## src/rtl/seq_pattern_gen_if.sv

```systemverilog
// -----------------------------------------------------------------------------
// seq_pattern_gen_if
//   Request/stream bundle for the serial pattern transmitter.
//   master : the requester (drives start/pattern/pat_len/rep_cnt/stop, sees line)
//   slave  : the transmitter (drives x/x_valid/busy/done)
// Signals
//   start    request a transmission
//   pattern  bits to send, bit [len-1] first
//   pat_len  bits per repetition (0 or >PAT_W means PAT_W)
//   rep_cnt  repetitions, 0 = continuous until stop
//   stop     graceful stop request
//   x        serial data bit
//   x_valid  x carries a pattern bit
//   busy     transmission in progress
//   done     one-cycle end-of-transmission pulse
// -----------------------------------------------------------------------------
interface seq_pattern_gen_if #(
  parameter int PAT_W = 8,
  parameter int CNT_W = 8
) ();
  localparam int LEN_W = $clog2(PAT_W + 1);

  logic             start;
  logic [PAT_W-1:0] pattern;
  logic [LEN_W-1:0] pat_len;
  logic [CNT_W-1:0] rep_cnt;
  logic             stop;
  logic             x;
  logic             x_valid;
  logic             busy;
  logic             done;

  modport master (
    output start, pattern, pat_len, rep_cnt, stop,
    input  x, x_valid, busy, done
  );

  modport slave (
    input  start, pattern, pat_len, rep_cnt, stop,
    output x, x_valid, busy, done
  );
endinterface

```

## src/rtl/seq_pattern_gen.sv

```systemverilog
// -----------------------------------------------------------------------------
// seq_pattern_gen
//   Serial pattern transmitter. Shifts a latched pattern MSB-first onto x,
//   repeating it rep_cnt times (0 = until stop) with GAP_BITS idle cycles
//   between repetitions. All outputs are registered.
// Ports
//   clk    rising-edge clock
//   reset  asynchronous, active-low reset
//   bus    seq_pattern_gen_if.slave (request inputs, serial line outputs)
// -----------------------------------------------------------------------------
module seq_pattern_gen #(
  parameter int PAT_W    = 8,
  parameter int CNT_W    = 8,
  parameter int GAP_BITS = 0
) (
  input  logic                clk,
  input  logic                reset,
  seq_pattern_gen_if.slave    bus
);

  localparam int LEN_W = $clog2(PAT_W + 1);
  localparam int IDX_W = (PAT_W > 1) ? $clog2(PAT_W) : 1;
  localparam int GAP_W = (GAP_BITS > 1) ? $clog2(GAP_BITS) : 1;
  localparam bit HAS_GAP = (GAP_BITS > 0);
  localparam logic [GAP_W-1:0] GAP_LAST = GAP_W'((GAP_BITS > 0) ? (GAP_BITS - 1) : 0);

  typedef enum logic [1:0] {
    ST_IDLE  = 2'd0,
    ST_SHIFT = 2'd1,
    ST_GAP   = 2'd2,
    ST_DONE  = 2'd3
  } state_t;

  state_t           state_r;
  logic [PAT_W-1:0] shadow_r;
  logic [LEN_W-1:0] len_r;
  logic [CNT_W-1:0] rep_cnt_r;
  logic [CNT_W-1:0] reps_sent_r;
  logic [IDX_W-1:0] bit_idx_r;
  logic [GAP_W-1:0] gap_cnt_r;
  logic             stop_r;
  logic             x_r;
  logic             x_valid_r;
  logic             busy_r;
  logic             done_r;

  logic [LEN_W-1:0] len_clamp_s;
  logic [IDX_W-1:0] start_idx_s;
  logic [IDX_W-1:0] reload_idx_s;
  logic [CNT_W-1:0] next_reps_s;
  logic             last_rep_s;
  logic             stop_seen_s;

  // Length clamping, repetition bookkeeping and stop visibility
  always_comb begin
    len_clamp_s  = bus.pat_len;
    if ((bus.pat_len == LEN_W'(0)) || (bus.pat_len > LEN_W'(PAT_W))) begin
      len_clamp_s = LEN_W'(PAT_W);
    end else begin
      len_clamp_s = bus.pat_len;
    end
    start_idx_s  = IDX_W'(len_clamp_s - LEN_W'(1));
    reload_idx_s = IDX_W'(len_r - LEN_W'(1));
    next_reps_s  = reps_sent_r + CNT_W'(1);
    // rep_cnt of zero never matches: run until stop. reps_sent wraps harmlessly.
    last_rep_s   = (rep_cnt_r != CNT_W'(0)) && (next_reps_s == rep_cnt_r);
    // A stop arriving on the final bit still ends the run after this repetition.
    stop_seen_s  = stop_r | bus.stop;
  end

  // Transmit FSM; outputs reflect the state being left at each edge
  always_ff @(posedge clk or negedge reset) begin
    if (!reset) begin
      state_r     <= ST_IDLE;
      shadow_r    <= '0;
      len_r       <= '0;
      rep_cnt_r   <= '0;
      reps_sent_r <= '0;
      bit_idx_r   <= '0;
      gap_cnt_r   <= '0;
      stop_r      <= 1'b0;
      x_r         <= 1'b0;
      x_valid_r   <= 1'b0;
      busy_r      <= 1'b0;
      done_r      <= 1'b0;
    end else begin
      case (state_r)
        ST_IDLE: begin
          x_r       <= 1'b0;
          x_valid_r <= 1'b0;
          busy_r    <= 1'b0;
          done_r    <= 1'b0;
          stop_r    <= 1'b0;
          if (bus.start) begin
            shadow_r    <= bus.pattern;
            len_r       <= len_clamp_s;
            rep_cnt_r   <= bus.rep_cnt;
            reps_sent_r <= '0;
            bit_idx_r   <= start_idx_s;
            gap_cnt_r   <= '0;
            state_r     <= ST_SHIFT;
          end else begin
            state_r     <= ST_IDLE;
          end
        end

        ST_SHIFT: begin
          x_r       <= shadow_r[bit_idx_r];
          x_valid_r <= 1'b1;
          busy_r    <= 1'b1;
          done_r    <= 1'b0;
          if (bus.stop) begin
            stop_r <= 1'b1;
          end else begin
            stop_r <= stop_r;
          end
          if (bit_idx_r == IDX_W'(0)) begin
            reps_sent_r <= next_reps_s;
            if (last_rep_s || stop_seen_s) begin
              state_r <= ST_DONE;
            end else if (HAS_GAP) begin
              gap_cnt_r <= '0;
              state_r   <= ST_GAP;
            end else begin
              bit_idx_r <= reload_idx_s;
              state_r   <= ST_SHIFT;
            end
          end else begin
            bit_idx_r <= bit_idx_r - IDX_W'(1);
            state_r   <= ST_SHIFT;
          end
        end

        ST_GAP: begin
          x_r       <= 1'b0;
          x_valid_r <= 1'b0;
          busy_r    <= 1'b1;
          done_r    <= 1'b0;
          if (bus.stop) begin
            stop_r <= 1'b1;
          end else begin
            stop_r <= stop_r;
          end
          if (gap_cnt_r == GAP_LAST) begin
            bit_idx_r <= reload_idx_s;
            state_r   <= ST_SHIFT;
          end else begin
            gap_cnt_r <= gap_cnt_r + GAP_W'(1);
            state_r   <= ST_GAP;
          end
        end

        ST_DONE: begin
          x_r       <= 1'b0;
          x_valid_r <= 1'b0;
          busy_r    <= 1'b0;
          done_r    <= 1'b1;
          stop_r    <= 1'b0;
          state_r   <= ST_IDLE;
        end

        default: begin
          x_r       <= 1'b0;
          x_valid_r <= 1'b0;
          busy_r    <= 1'b0;
          done_r    <= 1'b0;
          stop_r    <= 1'b0;
          state_r   <= ST_IDLE;
        end
      endcase
    end
  end

  assign bus.x       = x_r;
  assign bus.x_valid = x_valid_r;
  assign bus.busy    = busy_r;
  assign bus.done    = done_r;

endmodule
```

## src/flat_wrapper.sv

```systemverilog
// flat-port wrapper written by rule: the top's interface ports become plain ports
module seq_pattern_gen_flat 
#(
  parameter int PAT_W    = 8,
  parameter int CNT_W    = 8,
  parameter int GAP_BITS = 0
)
  (clk, reset, bus_start, bus_pattern, bus_pat_len, bus_rep_cnt, bus_stop, bus_x, bus_x_valid, bus_busy, bus_done);
  seq_pattern_gen_if #(.PAT_W(PAT_W), .CNT_W(CNT_W)) bus_i ();
  input  logic clk;
  input  logic reset;
  input wire logic [$bits(bus_i.start)-1:0] bus_start;
  input wire logic [$bits(bus_i.pattern)-1:0] bus_pattern;
  input wire logic [$bits(bus_i.pat_len)-1:0] bus_pat_len;
  input wire logic [$bits(bus_i.rep_cnt)-1:0] bus_rep_cnt;
  input wire logic [$bits(bus_i.stop)-1:0] bus_stop;
  output wire logic [$bits(bus_i.x)-1:0] bus_x;
  output wire logic [$bits(bus_i.x_valid)-1:0] bus_x_valid;
  output wire logic [$bits(bus_i.busy)-1:0] bus_busy;
  output wire logic [$bits(bus_i.done)-1:0] bus_done;
  assign bus_i.start = bus_start;
  assign bus_i.pattern = bus_pattern;
  assign bus_i.pat_len = bus_pat_len;
  assign bus_i.rep_cnt = bus_rep_cnt;
  assign bus_i.stop = bus_stop;
  assign bus_x = bus_i.x;
  assign bus_x_valid = bus_i.x_valid;
  assign bus_busy = bus_i.busy;
  assign bus_done = bus_i.done;
  seq_pattern_gen #(.PAT_W(PAT_W), .CNT_W(CNT_W), .GAP_BITS(GAP_BITS)) u_core (.clk(clk), .reset(reset), .bus(bus_i));
endmodule
```

## config.mk

```make
export PLATFORM = sky130hd
export DESIGN_NAME = seq_pattern_gen_flat
export DESIGN_NICKNAME = d
export VERILOG_FILES = /design/src/rtl/seq_pattern_gen_if.sv /design/src/rtl/seq_pattern_gen.sv /design/src/flat_wrapper.sv
export SDC_FILE = /design/constraint.sdc
export NUM_CORES = 1
export LEC_CHECK = 0
export CAP_MARGIN = 20
export CORE_ASPECT_RATIO = 1.25
export CORE_MARGIN = 1.5
export CORE_UTILIZATION = 35
export CTS_CLUSTER_DIAMETER = 80
export DETAILED_ROUTE_END_ITERATION = 7
export PLACE_DENSITY = 0.59
export SETUP_SLACK_MARGIN = 0.5
export SLEW_MARGIN = 15
export SYNTH_ARGS = -nofsm -noshare
export SYNTH_HDL_FRONTEND = slang
export SYNTH_SLANG_ARGS = --single-unit
```

## constraint.sdc

```tcl
create_clock -name clk -period 2.78 [get_ports clk]
set_input_delay 0.417 -clock clk [delete_from_list [all_inputs] [get_ports clk]]
set_output_delay 0.417 -clock clk [all_outputs]
set_load 0.02 [all_outputs]
```

==> metrics.txt <==
pre-CTS WS 0.336 ns; IO Port Bufs 27; diode count 0; hpwl dp 2790 µm; routability cong. 0.877; final critical-path setup slack 0.483 ns; largest net degree at the start of global routing 38; status completed; yosys warns 0; via/cell ratio 5.23; final period utilization 82.6%; min Tclk post-route 2.30 ns; Die W 70.5 µm; clock-pin slew on the worst setup and hold paths 0.07 ns; gr usage total 14.4%; Overflow after GRT 0; slew at the pin with the worst max-slew slack 0.819 ns; Static Leakage 0.00105 µW; DR iter-0 viols 72; first-pass GRT wire length 6930 µm; setup violators final 0; clock sink count 37; critical path class reg -> reg; Yosys cell types 38; Compound-Gate Fraction of Synth Area 10.2%; CORE AREA 5440 µm²; H-tree lvl count 2; maximum vdd drop 0.336 mV; adder-cell area share of the yosys netlist 6.28%; Cells after DPL 268; fin cells 282; nets@finish 251; Clk Latency, worst-skew pair 0.28 ns; R2R Path End u_core.bit_idx_r[0]; Max Cap Violations 0; top post-synthesis cells by area dfrtp_1 46%, mux2_2 11%, ha_1 6.3%; startpoint class of the critical path register; leading area contributor after synthesis dfrtp_1; fmax 435 MHz; RR Startpoint u_core.reps_sent_r[0]; ys async rst share 100%; num rows 30; mux cell area share after synthesis 16.6%; crit path DAT 2.46 ns; Layout fillers 495; syn_nets 214; Power Dens Cells 973 nW/µm²; R2R depth 7; CTS Buf Count 5; initial core utilization 36.6%; required time of the critical path 2.95 ns; # IOs 28; number of global-route vias before repair 1,549; Clock Skew 0.00490 ns; via count 1,474; synthesis-to-layout area growth 27.9%; Slew HR 45.4%; count of mapped cells out of synthesis 180; Worst Hold Class in -> async; initial antenna violation count 0; Primary FF master, synth dfrtp_1; Die Ht 87.4 µm; Final Core Density 46.8%; CTS max path bufs 2; post-route setup TNS 0 ns; XOR/XNOR Fraction of Synth Area 5.71%; CTS tree done; Synth top area share 46.5%; largest family of logic cells by synthesized area multiplexers; worst-path maximum fanout 3; die area 6160 µm²; Routed WL 3940 µm; EDFF count, synth 0; Mean Syn Cell Area 11.1 µm²; Post-route DRC 0; Simple-Gate Fraction of Synth Area 12.6%; ANT nets after route 0; post-synthesis sequential area ratio 46.5%; reg2reg setup slack 0.48 ns; Routed WL per cell 14.0 µm; RSZ-0062 raised after global routing yes; Final Hold Viols 0; Post-Syn Area 1990 µm²; DR pass1 iterations 4; CTS Root Cell clkbuf_8; count of state elements after synthesis 37; layout cells sized above 1 22.5%; CP Capture Type register; Final Max Tran Viols 0; worst hold-check slack 0.223 ns
==> report_power, final <==
group / internal, µW / total, µW / switching [µW]
clock: 224 / 408 / 184
combinational: 635 / 1140 / 507
sequential: 759 / 931 / 172
total: 1620 / 2480 / 863
==> cells by family (layout without fill, tap and decap cells) <==
family,after synthesis,count (layout)
AND/OR/NAND/NOR,48,48
flip-flops,37,37
AO/OA/AOI/OAI,32,32
multiplexers,28,28
XOR/XNOR,13,13
buffers and inverters,12,50
adder cells (fa/ha/maj),10,10
==> metal layers <==
metal  vias to the layer above  share of wire (%)  global-route usage (%)
li1                        719                  -                       -
met1                       713                 42                    16.7
met2                        29                 51                    24.8
met3                        13                3.6                    3.70
met4                         0                2.7                    6.64
met5                         -                  0                       0
==> state kept, by name, summed over array words and instances (netlist names) <==
name	count
u_core.reps_sent_r	8
u_core.rep_cnt_r	8
u_core.shadow_r	8
u_core.state_r	2
u_core.bus.busy	1
u_core.stop_r	1
u_core.bus.x	1
u_core.bus.done	1
u_core.bit_idx_r	3
u_core.bus.x_valid	1
u_core.len_r	3
==> repair_timing <==
item | in CTS | in global routing
setup buffers | 6 | 0
endpoints found under the setup margin | 1 | 7
resized for setup | 11 | 4
hold buffers | 0 | 0
pin swaps | 5 | 1
==> cells in the mapped netlist, types with 2 or more instances <==
| master | n |
|---|---|
| ha_1 | 10 |
| o31ai_1 | 2 |
| o21ai_1 | 2 |
| a21oi_1 | 5 |
| nor2_1 | 12 |
| mux2_2 | 19 |
| mux2i_1 | 6 |
| mux4_2 | 2 |
| nand3_1 | 6 |
| o21ai_0 | 12 |
| clkbuf_1 | 4 |
| inv_1 | 8 |
| dfrtp_1 | 37 |
| nand2_1 | 9 |
| nand2b_1 | 4 |
| o41ai_1 | 2 |
| nor2b_1 | 6 |
| xnor2_1 | 9 |
| xor2_1 | 4 |
| or4_1 | 3 |
==> worst max path at each step <==
| stage | start | to | slack (ns) | cells after the start |
|---|---|---|---|---|
| floorplan | u_core.reps_sent_r[0] | u_core.bit_idx_r[0] | 0.51 | 7 |
| global placement | u_core.reps_sent_r[0] | u_core.bit_idx_r[0] | 0.39 | 7 |
| detailed placement | u_core.reps_sent_r[0] | u_core.bit_idx_r[0] | 0.34 | 7 |
| CTS | u_core.reps_sent_r[1] | u_core.bit_idx_r[0] | 0.48 | 7 |
| global route | u_core.reps_sent_r[0] | u_core.bit_idx_r[0] | 0.42 | 7 |
| finish | u_core.reps_sent_r[0] | u_core.bit_idx_r[0] | 0.48 | 7 |
==> cell usage in the layout, fill, tap and decap left out, drive strengths merged, types with 2 or more instances in the layout <==
cell type | synthesis | layout
buf | 0 | 8
clkbuf | 4 | 7
inv | 8 | 8
o41ai | 2 | 2
or4 | 3 | 3
xor2 | 4 | 4
nor2 | 12 | 12
nor2b | 6 | 6
nand2b | 4 | 4
dfrtp | 37 | 37
ha | 10 | 10
o21ai | 15 | 15
xnor2 | 9 | 9
mux4 | 2 | 2
nand3 | 6 | 6
a21oi | 5 | 5
nand2 | 9 | 9
o31ai | 2 | 2
mux2i | 6 | 6
clkdlybuf4s50 | 0 | 26
mux2 | 20 | 20
==> area by class of cell <==
class / count / area (µm²) / area share (%)
clock inverters: 1 / 5.00 / 0.196
clock buffers: 7 / 96.3 / 3.78
flip-flops and latches: 37 / 931 / 36.5
repair buffers: 34 / 325 / 12.8
well taps: 64 / 80.1 / 3.14
inverters: 8 / 30.0 / 1.18
multi-input cells: 131 / 1080 / 42.4
==> critical path, cell delays in order, from the launching register on <==
cell	delay, ns
dfrtp_2	0.44
ha_4	0.30
xnor2_2	0.10
o21ai_1	0.07
or3b_1	0.34
a2111o_1	0.44
o21ai_2	0.17
mux2_4	0.31
==> metrics by stage <==
stage / cell area, µm² / power, µW
final: 2550 / 2480
after global routing: 2550 / 2690
after CTS: 2540 / 2490
after detailed placement: 2330 / 1960
after global placement: 2330 / 1960
after floorplan: 2000 / 1680
Power figures use the tool's default switching activity.
